<file path="src/rtl/input_debouncer_if.sv">
// -----------------------------------------------------------------------------
// input_debouncer_if
//
// Purpose:
//   Bundles the four-channel raw/clean signal group of the input debouncer so
//   that the debouncer and whatever drives or consumes it share one handle.
//
// Signals:
//   Raw_In     [3:0]  asynchronous push-button/sensor levels
//                     (bit 0 Sensor, bit 1 Walk_Request, bit 2 Reprogram,
//                     bit 3 spare)
//   Clean_Out  [3:0]  debounced, clk-synchronous level per channel
//   Rise_Pulse [3:0]  one-cycle pulse when a Clean_Out bit goes 0->1
//   Fall_Pulse [3:0]  one-cycle pulse when a Clean_Out bit goes 1->0
//
// Modports:
//   master  the side that supplies Raw_In and consumes the debounced results
//   slave   the debouncer itself
// -----------------------------------------------------------------------------
interface input_debouncer_if;

    logic [3:0] Raw_In;
    logic [3:0] Clean_Out;
    logic [3:0] Rise_Pulse;
    logic [3:0] Fall_Pulse;

    modport master (
        output Raw_In,
        input  Clean_Out,
        input  Rise_Pulse,
        input  Fall_Pulse
    );

    modport slave (
        input  Raw_In,
        output Clean_Out,
        output Rise_Pulse,
        output Fall_Pulse
    );

endinterface

</file>
<file path="src/rtl/input_debouncer.sv">
// -----------------------------------------------------------------------------
// input_debouncer
//
// Purpose:
//   Four fully independent debounce channels. Each raw level passes through a
//   two-flop synchronizer. A per-channel counter then measures how many
//   consecutive cycles the synchronized level has disagreed with the accepted
//   ("stable") level. When DEBOUNCE_COUNT consecutive disagreeing cycles have
//   been seen, the new level is accepted. A registered one-cycle rise or fall
//   pulse accompanies every accepted change.
//
// Parameters:
//   DEBOUNCE_COUNT  consecutive mismatch cycles needed to accept a new level
//                   (1 .. 2**CNT_WIDTH-1)
//   CNT_WIDTH       width of each per-channel counter
//
// Ports:
//   clk      sole clock, rising edge
//   Reset_n  asynchronous active-low reset; clears every flop immediately
//   bus      input_debouncer_if.slave
//              Raw_In     -> raw levels in
//              Clean_Out  <- debounced levels
//              Rise_Pulse <- 0->1 pulses
//              Fall_Pulse <- 1->0 pulses
//
// Timing:
//   A level first captured into the first synchronizer flop at edge E0 and then
//   held appears on Clean_Out at edge E0+DEBOUNCE_COUNT+1. Every output comes
//   straight from a flop.
// -----------------------------------------------------------------------------
module input_debouncer #(
    parameter int unsigned DEBOUNCE_COUNT = 50000,
    parameter int unsigned CNT_WIDTH      = 16
) (
    input  logic                clk,
    input  logic                Reset_n,
    input_debouncer_if.slave    bus
);

    // Terminal count. The counter runs 0 .. DEBOUNCE_COUNT-1. Reaching this
    // value while still mismatched means DEBOUNCE_COUNT consecutive mismatch
    // cycles have elapsed.
    localparam logic [CNT_WIDTH-1:0] CNT_LAST = CNT_WIDTH'(DEBOUNCE_COUNT - 1);

    logic [3:0] clean_vec;
    logic [3:0] rise_vec;
    logic [3:0] fall_vec;

    // Each channel gets its own private copy of every register. Nothing inside
    // the generate body refers to another channel, so the channels cannot
    // interact.
    for (genvar ch = 0; ch < 4; ch++) begin : g_chan

        logic                 sync1;
        logic                 sync2;
        logic                 stable;
        logic [CNT_WIDTH-1:0] cnt;
        logic                 rise;
        logic                 fall;

        logic                 stable_next;
        logic [CNT_WIDTH-1:0] cnt_next;
        logic                 rise_next;
        logic                 fall_next;

        // Next-state logic for one channel.
        //
        // Agreement between sync2 and stable clears the counter. This single
        // rule also gives the "no partial credit" behaviour: any agreeing cycle
        // in the middle of a count restarts it from zero.
        //
        // On disagreement the counter advances. It stops at CNT_LAST, where
        // the new level is accepted, so it never exceeds CNT_LAST and never
        // wraps.
        //
        // The pulse registers are loaded on the same edge that changes stable.
        // As a result, each pulse is visible during exactly the cycle after
        // that edge. Because an acceptance always inverts stable, the
        // accepted level is ~stable, and only one of rise/fall can be set.
        always_comb begin
            stable_next = stable;
            cnt_next    = '0;
            rise_next   = 1'b0;
            fall_next   = 1'b0;

            if (sync2 != stable) begin
                if (cnt == CNT_LAST) begin
                    stable_next = sync2;
                    rise_next   = sync2;
                    fall_next   = ~sync2;
                end else begin
                    cnt_next = cnt + CNT_WIDTH'(1);
                end
            end
        end

        // All per-channel state, including the two synchronizer flops, clears
        // asynchronously. Since rise/fall are simply forced to zero, a reset
        // can never produce a pulse.
        always_ff @(posedge clk or negedge Reset_n) begin
            if (!Reset_n) begin
                sync1  <= 1'b0;
                sync2  <= 1'b0;
                stable <= 1'b0;
                cnt    <= '0;
                rise   <= 1'b0;
                fall   <= 1'b0;
            end else begin
                sync1  <= bus.Raw_In[ch];
                sync2  <= sync1;
                stable <= stable_next;
                cnt    <= cnt_next;
                rise   <= rise_next;
                fall   <= fall_next;
            end
        end

        assign clean_vec[ch] = stable;
        assign rise_vec[ch]  = rise;
        assign fall_vec[ch]  = fall;

    end

    // Drive the interface outputs directly from the per-channel flops, with no
    // logic in between.
    assign bus.Clean_Out  = clean_vec;
    assign bus.Rise_Pulse = rise_vec;
    assign bus.Fall_Pulse = fall_vec;

endmodule

</file>
<file path="src/flat_wrapper.sv">
// flat-port wrapper written by rule: the top's interface ports become plain ports
module input_debouncer_flat 
#(
    parameter int unsigned DEBOUNCE_COUNT = 50000,
    parameter int unsigned CNT_WIDTH      = 16
)
  (clk, Reset_n, bus_Raw_In, bus_Clean_Out, bus_Rise_Pulse, bus_Fall_Pulse);
  input_debouncer_if bus_i ();
  input  logic clk;
  input  logic Reset_n;
  input wire logic [$bits(bus_i.Raw_In)-1:0] bus_Raw_In;
  output wire logic [$bits(bus_i.Clean_Out)-1:0] bus_Clean_Out;
  output wire logic [$bits(bus_i.Rise_Pulse)-1:0] bus_Rise_Pulse;
  output wire logic [$bits(bus_i.Fall_Pulse)-1:0] bus_Fall_Pulse;
  assign bus_i.Raw_In = bus_Raw_In;
  assign bus_Clean_Out = bus_i.Clean_Out;
  assign bus_Rise_Pulse = bus_i.Rise_Pulse;
  assign bus_Fall_Pulse = bus_i.Fall_Pulse;
  input_debouncer #(.DEBOUNCE_COUNT(DEBOUNCE_COUNT), .CNT_WIDTH(CNT_WIDTH)) u_core (.clk(clk), .Reset_n(Reset_n), .bus(bus_i));
endmodule
</file>
<file path="config.mk">
export PLATFORM = sky130hd
export DESIGN_NAME = input_debouncer_flat
export DESIGN_NICKNAME = d
export VERILOG_FILES = /design/src/rtl/input_debouncer_if.sv /design/src/rtl/input_debouncer.sv /design/src/flat_wrapper.sv
export SDC_FILE = /design/constraint.sdc
export NUM_CORES = 1
export LEC_CHECK = 0
export ABC_AREA = 1
export BUFFER_PORTS_ARGS = -buffer_cell sky130_fd_sc_hd__clkbuf_2
export CAP_MARGIN = 15
export CORE_MARGIN = 2
export CORE_UTILIZATION = 43
export CTS_CLUSTER_DIAMETER = 40
export DETAILED_ROUTE_END_ITERATION = 10
export GPL_TIMING_DRIVEN = 0
export PLACE_DENSITY = 0.62
export SLEW_MARGIN = 20
export SYNTH_ARGS = -nofsm -noshare
export SYNTH_HDL_FRONTEND = slang
export SYNTH_SLANG_ARGS = --single-unit
</file>
<file path="constraint.sdc">
create_clock -name clk -period 1.9 [get_ports clk]
set_clock_uncertainty 0.05 [all_clocks]
set_input_delay 0.095 -clock clk [delete_from_list [all_inputs] [get_ports clk]]
set_output_delay 0.095 -clock clk [all_outputs]
set_load 0.01 [all_outputs]
</file>
Yosys cells after proc, flatten, opt, wreduce, memory -nomap -nowiden:

Cells that the tools add are included.
W data, S select, Z words.

* mux-type cells: 24
* reductions and logical operators: 4
* eq/ne operators: 8
* $add $sub $neg: 4
* bitwise gates (word level): 4

Operators with widths (count)
* $mux W16: 8
* $add A16 B1 Y16 const B: 4
* $eq A16 B16 Y1 const B: 4
* $mux W1: 16
* $reduce_and A2 Y1: 4
* $ne A1 B1 Y1: 4
* $not A1 Y1: 4

* logic and storage cells: 68
* output and inout port bits: 12
* register bits after elaboration: 84
* input bits: 6

Depth between registers and ports, before layout:

* word-level depth: 3
* gate-level depth with buffers: 7
* gate-level depth less buffers: 7

Worst setup path before layout:

No wires, ideal clock.

* kind: register to register
* start point: reg u_core.g_chan[3].cnt[0]
* end point: reg u_core.g_chan[3].cnt[14]
* cell stages (with the launch flop): 7
* slack: 0.580 ns
* arrival time: 1.193 ns
* clock period less this slack: 1.320 ns
* library setup time: 0.078 ns
* data required time: 1.772 ns
* path buffers: 0
* path through: dfrtp_1 ha_1 nand3_1 nor2_1 nand2_1 nand2_2 a21oi_1

* longest elaborated chain between the ends: 3
* elaborated cells between the ends (all ways): 4
* classes of those cells: add/sub (1); eq/ne (1); mux (2)

RTL lines
* start, declared: RTL line input_debouncer.sv:57 `logic [CNT_WIDTH-1:0] cnt;`
* start signal, assigned: RTL line input_debouncer.sv:112 `cnt <= cnt_next;`
* $add A16 B1 Y16 or $eq A16 B16 Y1 (tied branches): RTL line input_debouncer.sv:92, input_debouncer.sv:87
* $mux W16 (*): RTL line input_debouncer.sv:87 `if (cnt == CNT_LAST) begin`
* $mux W16 (*): RTL line input_debouncer.sv:86 `if (sync2 != stable) begin`
* net u_core.g_chan[3].cnt_next[14]: RTL line input_debouncer.sv:62 `logic [CNT_WIDTH-1:0] cnt_next;`

Mark *: on every way through the listed nets, which the timed path passes. The rest lies on a longest branch.
A chain may end at the register's enable or synchronous reset.

Final worst setup path:

Ends and elaborated chain as after synthesis.

==> impl_metrics.json <==
{
  "rows": 36,
  "worst-setup-path-type": "flop to flop",
  "swShare_pct": 22.4,
  "powerDensity_nw_per_um2": 708,
  "grt_max_degree": 85,
  "final_common_cell": "nor2_1",
  "syn_avg_cell_area_um2": 7.95,
  "root_buffer": "clkbuf_8",
  "synthToLayoutAreaGrowth_pct": 12.6,
  "drtAntennaViolNets": 0,
  "grt_pass1_wl_um": 14700,
  "cp-start-kind": "flop",
  "hold_viol": 0,
  "cts_tree": "done",
  "crit_start": "u_core.g_chan[3].cnt[0]$_DFF_PN0_",
  "rsz0062_at_grt": "no",
  "min_period_ns": 1.55,
  "dpl.hpwl_um": 5780,
  "start_util_pct": 44.2,
  "synth_cells": 544,
  "comb_power_share_pct": 3.9,
  "clk_pin_slew_worst_paths_ns": 0.09,
  "path_max_fanout": 8,
  "antenna_found_initial": 0,
  "p_clk_share_pct": 42.6,
  "drv_slew": 0,
  "drt_iter0_drc": 127,
  "min_path_type": "primary input to asynchronous set/reset pin",
  "worstPathArrival_ns": 1.79,
  "core_area_um2": 9770,
  "p_int_mw": 2.67,
  "vias_per_cell": 4.75,
  "ys_warn_count": 0,
  "cts_buffers": 9,
  "clock_sinks": 84,
  "rrSetupSlack_ns": 0.35,
  "setup_violations": 0,
  "drt-total-wl_um": 8310,
  "syn-cell-area_um2": 4320,
  "ys_seq_area_share_pct": 48.6,
  "die_w_um": 104,
  "io_pins": 18,
  "track_usage_pct": 16.4,
  "status": "finished clean",
  "fp.dieArea_um2": 10900,
  "drive_gt1_share_pct": 12.7,
  "syn-num-nets": 554,
  "final_nets": 587,
  "relSlewSlack_pct": 55.9,
  "p_sw_uw": 773,
  "drt-pass1-iter-count": 4,
  "fin_cells": 715,
  "place_congestion": 0.872,
  "fin_util_pct": 49.8,
  "r2r_start": "u_core.g_chan[3].cnt[0]$_DFF_PN0_",
  "worstMarginPinSlew_ns": 0.662,
  "power_frac_seq_pct": 53.5,
  "leakage_nw": 2.33,
  "htreeDepth": 3,
  "gr-total-overflow": 0,
  "clock_latency_ns": 0.36,
  "cts.repair.resized": 0,
  "power_mw": 3.45,
  "final_cell_mix": "nor2_1 (138), nand2_1 (94), dfrtp_1 (84)",
  "max_freq_mhz": 643,
  "dp.cells": 694,
  "n_antenna_cell": 0,
  "die_h_um": 104,
  "route.detailed.drc": 0,
  "clock_path_buffers": 2,
  "max_cap_violations": 0,
  "ys_seq_elements": 84,
  "vdd_drop_max_mv": 0.475,
  "cp-end-kind": "flop",
  "portBuffers": 17,
  "wire_per_inst_um": 11.6,
  "ys_types": 30,
  "grt_pass1_vias": 3252,
  "post-route-period-util_pct": 81.8,
  "required_ns": 2.13,
  "routed-via-count": 3398
}
[Yosys cell counts (all sizes together)]
library cell,n,area share (%)
nor2,144,13
nand2,101,9.5
dfrtp,84,49
inv,63,5.5
nand3,48,6.0
buf,15,2.4
xor2,15,3.0
a21oi,12,1.5
nand4,12,1.7
nor3,12,2.0
xnor2,11,2.2
a31oi,6,0.87
o21bai,5,0.87
ha,4,1.2
or2,4,0.58
nand3b,3,0.52
o21ai,3,0.35
a21o,1,0.17
nor3b,1,0.17
[worst paths after layout]
kind	endpoint	cells after the start
worst max-delay path	u_core.g_chan[3].cnt[14]$_DFF_PN0_	6
worst min-delay path	u_core.g_chan[1].cnt[7]$_DFF_PN0_	2
worst max register to register	u_core.g_chan[3].cnt[14]$_DFF_PN0_	6
worst min register to register	u_core.g_chan[1].sync2$_DFF_PN0_	0
max in group asynchronous	u_core.g_chan[0].cnt[14]$_DFF_PN0_	2
min in group clk	u_core.g_chan[1].sync2$_DFF_PN0_	0
[repair_timing]
action / CTS / global route
hold buffers: 5 / 0
endpoints found under the setup margin: 0 / 0
buffers inserted: 0 / 0
hold endpoints to repair: 88 / 0
[power groups by stage]
stage	Sequential (mW)	Clock [mW]	Combinational, mW
5_1_grt	1.85	1.59	0.158
6_report	1.84	1.47	0.135
4_1_cts	1.84	1.52	0.140
3_3_place_gp	1.88	0	0.128
2_1_floorplan	1.87	0	0.0713
3_5_place_dp	1.88	0	0.131
[logic make-up after synthesis]
group / count (synthesis) / share of synthesized area (%)
xor+xnor: 26 / 5.27
flops: 84 / 48.6
fa+ha+maj: 4 / 1.16
compound gates: 27 / 3.73
buf+inv: 78 / 7.90
simple gates: 325 / 33.3
[worst max-delay path, cell delays in order (launching register included)]
cell     delay [ns]
dfrtp_1        0.42
ha_1           0.24
nand3_1        0.16
nor2_1         0.07
nand2_1        0.24
nand2_2        0.17
a21oi_1        0.15
[per-stage QoR]
step | TNS (ns) | worst slack (ns) | instance area, µm² | hold WS [ns]
5_1_grt | 0 | 0.241 | 4870 | 0.309
2_1_floorplan | 0 | 0.580 | 4320 | -0.251
3_3_place_gp | -21.94 | -0.266 | 4580 | 0.156
3_5_place_dp | 0 | 0.354 | 4580 | 0.140
6_report | 0 | 0.345 | 4870 | 0.271
4_1_cts | 0 | 0.324 | 4870 | 0.308
[cell type report]
cell class,instances,area [µm²]
Timing Repair Buffer,22,144
Buffer,15,105
Sequential cell,84,2100
Inverter,63,236
Tap cell,133,166
Fill cell,956,4900
Clock inverter,5,83.8
Clock buffer,11,151
Multi-Input combinational cell,382,1880
[sequential cells by signal, indices dropped and copies added, names as in the netlist]
name	cells
u_core.g_chan.cnt	64
u_core.g_chan.fall	4
u_core.g_chan.rise	4
u_core.g_chan.stable	4
u_core.g_chan.sync1	4
u_core.g_chan.sync2	4
[metal layers]
layer | up-vias | global-route usage, % | wire, µm
met3 | 11 | 4.20 | 300
met5 | - | 0 | 0
li1 | 1762 | - | -
met4 | 0 | 5.21 | 118
met1 | 1569 | 21.8 | 4160
met2 | 56 | 26.3 | 3730
No activity file was read; power rests on OpenSTA's default activity.
